<file path="src/rtl/jvm_fetch_pkg.sv">
// Shared definitions for the bytecode fetch unit: FSM state encoding, data
// widths, fetch_len byte-count encodings and the sign/zero extension helper.
package jvm_fetch_pkg;

  localparam int unsigned BYTE_W = 8;
  localparam int unsigned WORD_W = 32;

  typedef enum logic [1:0] {
    ST_IDLE  = 2'd0,
    ST_ISSUE = 2'd1,
    ST_WAIT  = 2'd2,
    ST_DONE  = 2'd3
  } fetch_state_e;

  // fetch_len holds byte count minus one
  localparam logic [1:0] LEN_1B = 2'd0;
  localparam logic [1:0] LEN_2B = 2'd1;
  localparam logic [1:0] LEN_3B = 2'd2;
  localparam logic [1:0] LEN_4B = 2'd3;

  // Extend the low (len+1) bytes of acc to a full word.
  function automatic logic [WORD_W-1:0] extend_word(input logic [WORD_W-1:0] acc,
                                                    input logic [1:0]        len,
                                                    input logic              sgn);
    logic [WORD_W-1:0] w;
    w = acc;
    case (len)
      LEN_1B:  w = {{24{sgn & acc[7]}},  acc[7:0]};
      LEN_2B:  w = {{16{sgn & acc[15]}}, acc[15:0]};
      LEN_3B:  w = {{8{sgn & acc[23]}},  acc[23:0]};
      default: w = acc;
    endcase
    return w;
  endfunction

endpackage

</file>
<file path="src/rtl/fetch_byte_asm.sv">
// Byte assembler for bytecode_fetch: big-endian shift accumulator, remaining
// byte counter and sign/zero extension of the assembled operand.
//   clear_i  : start a new operand (latches len_i / signed_i, clears acc)
//   shift_i  : shift byte_i into the accumulator, count one byte down
//   last_o   : the byte being received now is the final one
//   word_o   : extended word including any byte shifted in this cycle
module fetch_byte_asm
  import jvm_fetch_pkg::*;
(
  input  logic              clk,
  input  logic              rst_n,
  input  logic              clear_i,
  input  logic [1:0]        len_i,
  input  logic              signed_i,
  input  logic              shift_i,
  input  logic [BYTE_W-1:0] byte_i,
  output logic              last_o,
  output logic [WORD_W-1:0] word_o
);

  logic [WORD_W-1:0] acc_q, acc_d;
  logic [1:0]        rem_q, rem_d;
  logic [1:0]        len_q, len_d;
  logic              sgn_q, sgn_d;

  always_comb begin
    acc_d = acc_q;
    rem_d = rem_q;
    len_d = len_q;
    sgn_d = sgn_q;
    if (clear_i) begin
      acc_d = '0;
      rem_d = len_i;
      len_d = len_i;
      sgn_d = signed_i;
    end else if (shift_i) begin
      acc_d = {acc_q[WORD_W-BYTE_W-1:0], byte_i};
      if (rem_q != '0) begin
        rem_d = rem_q - 2'd1;
      end
    end
  end

  always_ff @(posedge clk or negedge rst_n) begin
    if (!rst_n) begin
      acc_q <= '0;
      rem_q <= '0;
      len_q <= '0;
      sgn_q <= 1'b0;
    end else begin
      acc_q <= acc_d;
      rem_q <= rem_d;
      len_q <= len_d;
      sgn_q <= sgn_d;
    end
  end

  assign last_o = (rem_q == '0);
  // Built from acc_d so the parent can register the finished word on the
  // same edge that captures the final byte.
  assign word_o = extend_word(acc_d, len_q, sgn_q);

endmodule

</file>
<file path="src/rtl/bytecode_fetch.sv">
// Initiator side of the byte-ROM read handshake. Walks the PC through the
// bytecode ROM, issuing one single-byte read per operand byte, and presents
// a 1-4 byte big-endian operand (sign/zero extended) with valid/ack.
//   fetch/fetch_len/fetch_signed : operand request, accepted while ready
//   pc_load/pc_value             : jump, honoured while ready (before fetch)
//   valid/data_out/data_ack      : operand hand-off to the decoder
//   mem_*                        : ROM read handshake, mem_address == pc
module bytecode_fetch
  import jvm_fetch_pkg::*;
#(
  parameter int unsigned ADDRESS_WIDTH = 8,
  parameter int unsigned RESET_PC      = 0
) (
  input  logic                     clk,
  input  logic                     reset,
  input  logic                     fetch,
  input  logic [1:0]               fetch_len,
  input  logic                     fetch_signed,
  input  logic                     pc_load,
  input  logic [ADDRESS_WIDTH-1:0] pc_value,
  input  logic                     data_ack,
  output logic                     ready,
  output logic                     valid,
  output logic [WORD_W-1:0]        data_out,
  output logic [ADDRESS_WIDTH-1:0] pc,
  output logic [ADDRESS_WIDTH-1:0] mem_address,
  output logic                     mem_start,
  input  logic                     mem_ready,
  input  logic [BYTE_W-1:0]        mem_data
);

  fetch_state_e             state_q;
  logic [ADDRESS_WIDTH-1:0] pc_q;
  logic [WORD_W-1:0]        data_out_q;

  logic              asm_clear;
  logic              asm_shift;
  logic              asm_last;
  logic [WORD_W-1:0] asm_word;

  assign asm_clear = (state_q == ST_IDLE) && fetch;
  assign asm_shift = (state_q == ST_WAIT) && mem_ready;

  fetch_byte_asm u_asm (
    .clk      (clk),
    .rst_n    (reset),
    .clear_i  (asm_clear),
    .len_i    (fetch_len),
    .signed_i (fetch_signed),
    .shift_i  (asm_shift),
    .byte_i   (mem_data),
    .last_o   (asm_last),
    .word_o   (asm_word)
  );

  always_ff @(posedge clk or negedge reset) begin
    if (!reset) begin
      state_q    <= ST_IDLE;
      pc_q       <= ADDRESS_WIDTH'(RESET_PC);
      data_out_q <= '0;
    end else begin
      case (state_q)
        ST_IDLE: begin
          if (pc_load) begin
            pc_q <= pc_value;
          end
          if (fetch) begin
            state_q <= ST_ISSUE;
          end
        end
        ST_ISSUE: begin
          if (mem_ready) begin
            state_q <= ST_WAIT;
          end
        end
        ST_WAIT: begin
          if (mem_ready) begin
            pc_q <= pc_q + ADDRESS_WIDTH'(1);
            if (asm_last) begin
              state_q    <= ST_DONE;
              data_out_q <= asm_word;
            end else begin
              state_q <= ST_ISSUE;
            end
          end
        end
        ST_DONE: begin
          if (data_ack) begin
            state_q <= ST_IDLE;
          end
        end
        default: state_q <= ST_IDLE;
      endcase
    end
  end

  assign ready       = (state_q == ST_IDLE);
  assign valid       = (state_q == ST_DONE);
  assign data_out    = data_out_q;
  assign pc          = pc_q;
  assign mem_address = pc_q;
  assign mem_start   = (state_q == ST_ISSUE) && mem_ready;

endmodule
</file>
<file path="config.mk">
export PLATFORM = sky130hd
export DESIGN_NAME = bytecode_fetch
export DESIGN_NICKNAME = d
export VERILOG_FILES = /design/src/rtl/jvm_fetch_pkg.sv /design/src/rtl/fetch_byte_asm.sv /design/src/rtl/bytecode_fetch.sv
export SDC_FILE = /design/constraint.sdc
export NUM_CORES = 1
export LEC_CHECK = 0
export CORE_ASPECT_RATIO = 0.6
export CORE_MARGIN = 2
export CORE_UTILIZATION = 35
export CTS_CLUSTER_DIAMETER = 80
export DETAILED_ROUTE_END_ITERATION = 10
export GPL_TIMING_DRIVEN = 0
export PLACE_DENSITY = 0.68
export SLEW_MARGIN = 15
export SYNTH_ARGS = -nofsm -noshare
export SYNTH_HDL_FRONTEND = slang
export SYNTH_HIERARCHICAL = 1
export SYNTH_SLANG_ARGS = --single-unit
</file>
<file path="constraint.sdc">
create_clock -name clk -period 2.5 [get_ports clk]
set_input_delay 0.25 -clock clk [delete_from_list [all_inputs] [get_ports clk]]
set_output_delay 0.25 -clock clk [all_outputs]
set_load 0.02 [all_outputs]
</file>
Word-level counts from Yosys, hierarchy flattened:

Cells that the tools add are included.

* register bits after elaboration: 79
* bits of input ports: 25
* output and inout port bits: 51
* logic and storage cells: 51

* reduce and logical (&&, ||, !) cells: 14
* equality and inequality tests: 10
* bitwise logic cells: 3
* add/subtract/negate cells: 2
* multiplexer cells: 15

Operators with widths (number)
* $pmux W32 S3: 1
* $mux W32: 2
* $mux W2: 8
* $mux W8: 2
* $pmux W8 S2: 1
* $ne A2 B2 Y1 const B: 5
* $add A8 B1 Y8 const B: 1
* $pmux W2 S4: 1
* $reduce_bool A2 Y1: 4
* $eq A2 B2 Y1 const B: 3
* $logic_not A2 Y1: 3
* $reduce_and A3 Y1: 2
* $eq A2 B1 Y1 const B: 2
* $reduce_and A4 Y1: 1
* $and A1 B1 Y1: 3
* $logic_and A1 B1 Y1: 3
* $reduce_and A2 Y1: 1
* $sub A2 B1 Y2 const B: 1

Logic depth before layout (Yosys ltp):

Gate-level depths: netlist (run 1).

* depth after elaboration: 6
* mapped depth: 12
* depth with buffers taken out: 7

By module:

Netlist (run 1), hierarchy kept.

By module, submodules not included
* bytecode_fetch: cells an instance 150, instances 1, area an instance 2016.9 sq um, sequential area each 1051.0 sq um
* fetch_byte_asm: cells an instance 177, instances 1, area an instance 1896.8 sq um, sequential area each 925.9 sq um

Worst setup path before layout (run 1):

Ideal clock, no wire load.

* kind: register -> register
* start point: register state_q[1]
* end point: register data_out_q[6], in the netlist data_out[6]
* arrival: 2.234 ns
* setup time: 0.125 ns
* setup slack: 0.141 ns
* cell stages (with the launch flop): 10
* clock period less this slack: 2.359 ns
* required time: 2.375 ns
* path buffers: 5
* cells stage by stage: dfrtp_1 > buf_6 > nor2_1 > and2_1 > buf_2 > buf_1 > buf_1 > nor2_1 > buf_4 > mux2_4

* elaborated cells on any way between the ends: 8
* those cells by class: eq/ne: 1; mux: 3; reduce/logical: 4

RTL lines
* from (decl): line bytecode_fetch.sv:32 `fetch_state_e state_q;`
* from (signal assigned): line bytecode_fetch.sv:58 `state_q <= ST_IDLE;`
* from (signal assigned): line bytecode_fetch.sv:68 `state_q <= ST_ISSUE;`
* from (signal assigned): line bytecode_fetch.sv:73 `state_q <= ST_WAIT;`
* $logic_not A2 Y1
* via ready: line bytecode_fetch.sv:22 `output logic ready,`
* $logic_and A1 B1 Y1: line bytecode_fetch.sv:41 `assign asm_clear = (state_q == ST_IDLE) && fetch;`
* via asm_clear: line bytecode_fetch.sv:36 `logic asm_clear;`
* $mux W32: line fetch_byte_asm.sv:31 `if (clear_i) begin`
* via u_asm.acc_d[6]: line fetch_byte_asm.sv:21 `logic [WORD_W-1:0] acc_q, acc_d;`
* $pmux W32 S3: line jvm_fetch_pkg.sv:27 `case (len)`
* via asm_word[6]: line bytecode_fetch.sv:39 `logic [WORD_W-1:0] asm_word;`
* to (signal assigned): line bytecode_fetch.sv:81 `data_out_q <= asm_word;`
* to (decl): line bytecode_fetch.sv:34 `logic [WORD_W-1:0] data_out_q;`

The timed path passes the listed nets, and every way through them passes these cells.
A chain may end at the register's enable or synchronous reset.

Worst setup path after layout (run 1):

* start point: register state_q[0]
* end point: register data_out_q[30], in the netlist data_out[30]

* word-level cells in the longest chain between the ends: 6
* elaborated cells on any way between the ends: 11
* those cells by class: eq/ne: 1; mux: 3; bitwise: 3; reduce/logical: 4

RTL lines
* $eq A2 B2 Y1 (*): line bytecode_fetch.sv:42 `assign asm_shift = (state_q == ST_WAIT) && mem_ready;`
* $logic_and A1 B1 Y1 (*): line bytecode_fetch.sv:42
* via asm_shift: line bytecode_fetch.sv:37 `logic asm_shift;`
* $mux W32 (*): line fetch_byte_asm.sv:36 `end else if (shift_i) begin`
* $mux W32 (*): line fetch_byte_asm.sv:31
* $and A1 B1 Y1 (on tied branches): line jvm_fetch_pkg.sv:30, jvm_fetch_pkg.sv:28, jvm_fetch_pkg.sv:29
* $pmux W32 S3 (*): line jvm_fetch_pkg.sv:27
* via asm_word[30]: line bytecode_fetch.sv:39

Mark *: on every way through the listed nets, which the timed path passes. The rest lies on a longest branch.

==> results.md, run 1 <==
- The flow ran to the end, and the final reports show no timing, DRC or antenna violations.
- The count of filler cells inserted in the layout is 961.
- The worst-case IR drop observed on VDD is ~0.58 mV.
- In the final routed layout, each cell accounts on average for between 15 and 20 um.
- From bottom edge to top edge, the die measures ~86 um.
- In this run, the clock network consumes between 20% and 30% of the power.
- During I/O placement, the number of pins put on the boundary was between 70 and 80.
- In this run, synthesis inferred 0 flip-flops with an integrated enable.
- The max-slew violation count is 0.
- The mean number of vias per cell is between 4 and 5.
- The width of the die is between 100 and 150 um.
- The post-synth design cell area is just under 4000 sq um.
- The initial core utilization is ~36%.
- The type of the worst setup path is reg2reg.
- The total via count after detailed routing is approximately 2800.
- The startpoint of the most critical register-to-register path is state_q[0].
- The number of rows in the core area is 29.
- TritonCTS built the clock tree.
- The leading cell type by number of instances after synthesis is sky130_fd_sc_hd__dfrtp_1.
- Combinational cells account for about half of the total power.
- The net switching fraction of the power is 36.6%.
- The number of I/O port buffers is 75.
- Before antenna repair, the detailed router went through 4 iterations.
- The maximum clock rate is ~420 MHz.
- The placed instances occupy a cell area of ~4900 sq um.
- The max-capacitance violation count is 0.
- The global-route usage over all layers is between 10% and 20%.
- The number of failing setup endpoints in the final timing report is 0.
- The number of placed instances, taps included, is 542.
- For the final routed database, the setup TNS stands at 0 ns.
- The worst clock skew is 0.00605 ns.
- The via count of the first global-routing pass is roughly 2800.
- After synthesis, flip-flops and latches occupy 50.5% of the total area.
- In this run, synthesis produced a sequential element count of between 70 and 80.
- The root buffer cell chosen for the clock tree is sky130_fd_sc_hd__clkbuf_16.
- The count of warnings emitted by yosys is 6.
- The core region is between 10000 and 15000 sq um.
- Once layout is done, the placed cells without fillers occupy approximately 5300 sq um.
- The power dissipated by switching net loads is 2.53 mW.
- In this run, distinct cell masters in the synthesized netlist total 43.
- The internal power is ~4.4 mW.
- The sum of net half-perimeters after detailed placement is roughly 6700 um.
- Along the worst path, the maximum fanout reaches 10.
- The total power is between 6 and 7 mW.
- The element type at the critical path end is a register.
- Subtracting the final worst setup slack from the clock period gives roughly 2.4 ns.
- The area used by multi-input combinational logic is roughly 1700 sq um.
- The detail route stage leaves a number of antenna-violating nets equal to 0.
- Counting every net in the synthesized netlist gives roughly 350.
- Setup repair after global routing left no endpoint under its margin.
- Compared with the post-synthesis result, the final layout area differs by 35.0%.
- The number of antenna repair diodes is 0.
- At the pin with the least slew margin, the transition time is 0.728 ns.
- The number of sinks handled by clock tree synthesis is 79.
- STA classifies the critical path startpoint as a register.
- The detailed router finished its first iteration with ~210 violations.
- The clock latency reported for the late side of the worst-skew pair is around 0.34 ns.
- For this block, the routed nets add up to approximately 9200 um of wire.
- The total DRC errors in the routed layout is 0.
- The worst register-to-register path ends at data_out[30].
- In this run the power density over the cells is approximately 1300 nW/um^2.
- The final cell count without fillers is around 560.
- The pin count of the biggest net entering global routing is 48.
- At the worst endpoint, the arrival time is 2.58 ns.
- By area the synthesized netlist is led by sky130_fd_sc_hd__dfrtp_1 51%, sky130_fd_sc_hd__mux2_4 12%, sky130_fd_sc_hd__mux2i_1 9.2%.
- The fraction of registers with async set/reset is 100%.
- Headroom to the max-slew limit came out at 51.3%.
- The ratio of cells with drive above 1 in the final layout is about a quarter.
- The worst min-delay path class is in2async.
- Data on the critical path is required at its endpoint by approximately 2.7 ns.
- The number of hold-slack violations in the final timing report is 0.
- The largest buffer count on any clock path is 2.
- The first global-routing pass estimated 15000 um of wire.
- The final layout net count is between 400 and 500.
- The prevailing post-synth register cell is sky130_fd_sc_hd__dfrtp_1.
- The biggest area contributor in the post-synthesis netlist is sky130_fd_sc_hd__dfrtp_1.
- The total overflow reported by the global router is 0.
- The commonest cells after synthesis are 79 x sky130_fd_sc_hd__dfrtp_1, 37 x sky130_fd_sc_hd__nor2_1, 36 x sky130_fd_sc_hd__mux2i_1.
- The die covers approximately 12000 sq um.
- Synthesis produced a netlist whose cell count is 327.
- The number of cells traversed by the worst register-to-register path is 10.
- Hold is met by between 0.3 and 0.4 ns.
- Clock-pin slew was measured on the worst setup and hold paths at 0.06 ns.
- Of the available clock period, the critical path in the final layout requires a little over nine tenths.
- In this run the static leakage power is approximately 2.5 nW.
- The register area is roughly 2000 sq um.
- The fraction of post-synthesis cell area in the top cell type by area is roughly 50%.
- The number of buffers inserted during clock tree synthesis is 9.
- Averaged over all synthesized cells, the footprint is about 12 sq um.
- The sequential cell fraction of total power is between 30% and 40%.
- The initial antenna violation count is 0.
- The H-tree was split into 3 levels.
- The minimum setup slack among reg-to-reg paths is between 0.1 and 0.15 ns.
- Routability-driven placement finished with a final weighted congestion of about 0.84.
## critical path: stages, from the launching register on
cell and delay, ns:
sky130_fd_sc_hd__dfrtp_1 0.37, sky130_fd_sc_hd__buf_2 0.17, sky130_fd_sc_hd__and2b_1 0.22, sky130_fd_sc_hd__buf_6 0.12, sky130_fd_sc_hd__and2_4 0.22, sky130_fd_sc_hd__mux2i_4 0.29, sky130_fd_sc_hd__nor3_4 0.07, sky130_fd_sc_hd__o21ai_4 0.23
sky130_fd_sc_hd__buf_6 0.16, sky130_fd_sc_hd__o311ai_1 0.10, sky130_fd_sc_hd__mux2_4 0.29
## layer usage
layer	vias to the layer above	part of all wire, %	wire (um)	global-route usage (%)
met5	-	0	0	0
met4	0	1.7	153	6.82
met3	12	5.5	510	4.02
met2	74	42	3820	22.8
met1	1363	51	4720	24.0
li1	1315	-	-	-
## layout make-up
cell class                 count  share of cell area (%)
buffer                        37                    5.42
multi-input combinational    206                    31.6
clock buffer                   9                    4.26
sequential                    79                    37.4
timing repair buffer          83                    15.9
clock inverter                 7                    1.82
tap                          139                    3.29
inverter                       4                   0.284
## metrics by stage
step	util (%)	worst slack, ns
floorplan	-	0.141
global placement	45.0	-1.63
detailed placement	45.3	-0.154
CTS	48.8	0.0181
global route	49.2	0.00962
finish	49.2	0.147
## worst max path at each step
stage,endpoint,from,slack [ns]
2_1_floorplan,data_out[6],state_q[1],0.14
3_3_place_gp,data_out[13],reset,-1.63
3_5_place_dp,data_out[6],fetch,-0.15
4_1_cts,data_out[24],state_q[0],0.02
5_1_grt,data_out[30],state_q[0],0.01
6_report,data_out[30],state_q[0],0.15
## layout by cell type, fill, tap and decap left out, types with 8 or more instances in the layout
master                            count
sky130_fd_sc_hd__a21oi_1             10
sky130_fd_sc_hd__dfrtp_1             79
sky130_fd_sc_hd__nand2_1             26
sky130_fd_sc_hd__o21ai_0              9
sky130_fd_sc_hd__clkbuf_16            9
sky130_fd_sc_hd__mux2i_1             35
sky130_fd_sc_hd__mux2_4              30
sky130_fd_sc_hd__buf_4               21
sky130_fd_sc_hd__clkdlybuf4s50_1     74
sky130_fd_sc_hd__a21o_1               8
sky130_fd_sc_hd__buf_6                9
sky130_fd_sc_hd__nor2_1              37
## flip-flops by register name (all words and copies together), names as in the netlist
name and count:
data_out 32, mem_address 8, state_q 2, u_asm/acc_q 32
u_asm/len_q 2, u_asm/rem_q 2, u_asm/sgn_q 1
## cell families after synthesis
kind of cell	count (synthesis)	share of synthesized area, %
adders and majority gates	2	0.639
xor gates and xnor gates	1	0.224
DFF	79	50.5
muxes	70	22.2
AOI/OAI and AO/OA	47	8.12
buffers and inverters	42	7.51
and+or+nand+nor	86	10.8
## power by group through the flow
stage | clock network [mW] | logic [mW] | registers (mW)
finish | 1.41 | 3.37 | 2.13
floorplan | 0 | 1.75 | 2.42
CTS | 1.44 | 3.34 | 2.13
global route | 1.50 | 3.61 | 2.20
detailed placement | 0 | 3.29 | 2.14
global placement | 0 | 3.21 | 2.13
## timing repair
action,CTS,global route
gates cloned,0,1
endpoints found under the hold margin,32,0
gates resized for setup,4,7
buffers inserted,2,3
pin swaps,1,1
endpoints found under the setup margin,18,28
hold buffers,1,0
(Power assumes the default switching activity.)
==> run 2, diff against run 1 <==
--- a/config.mk
+++ b/config.mk
@@ -5,12 +5,14 @@
 export SDC_FILE = /design/constraint.sdc
 export NUM_CORES = 1
 export LEC_CHECK = 0
+export ABC_AREA = 0
 export CORE_ASPECT_RATIO = 0.6
 export CORE_MARGIN = 2
 export CORE_UTILIZATION = 35
 export CTS_CLUSTER_DIAMETER = 80
 export DETAILED_ROUTE_END_ITERATION = 10
 export GPL_TIMING_DRIVEN = 0
+export HOLD_SLACK_MARGIN = 0.05
 export PLACE_DENSITY = 0.68
 export SLEW_MARGIN = 15
 export SYNTH_ARGS = -nofsm -noshare
==> results of run 2 <==
Same layout as run 1: the final DEF is identical, and so are final timing and power.
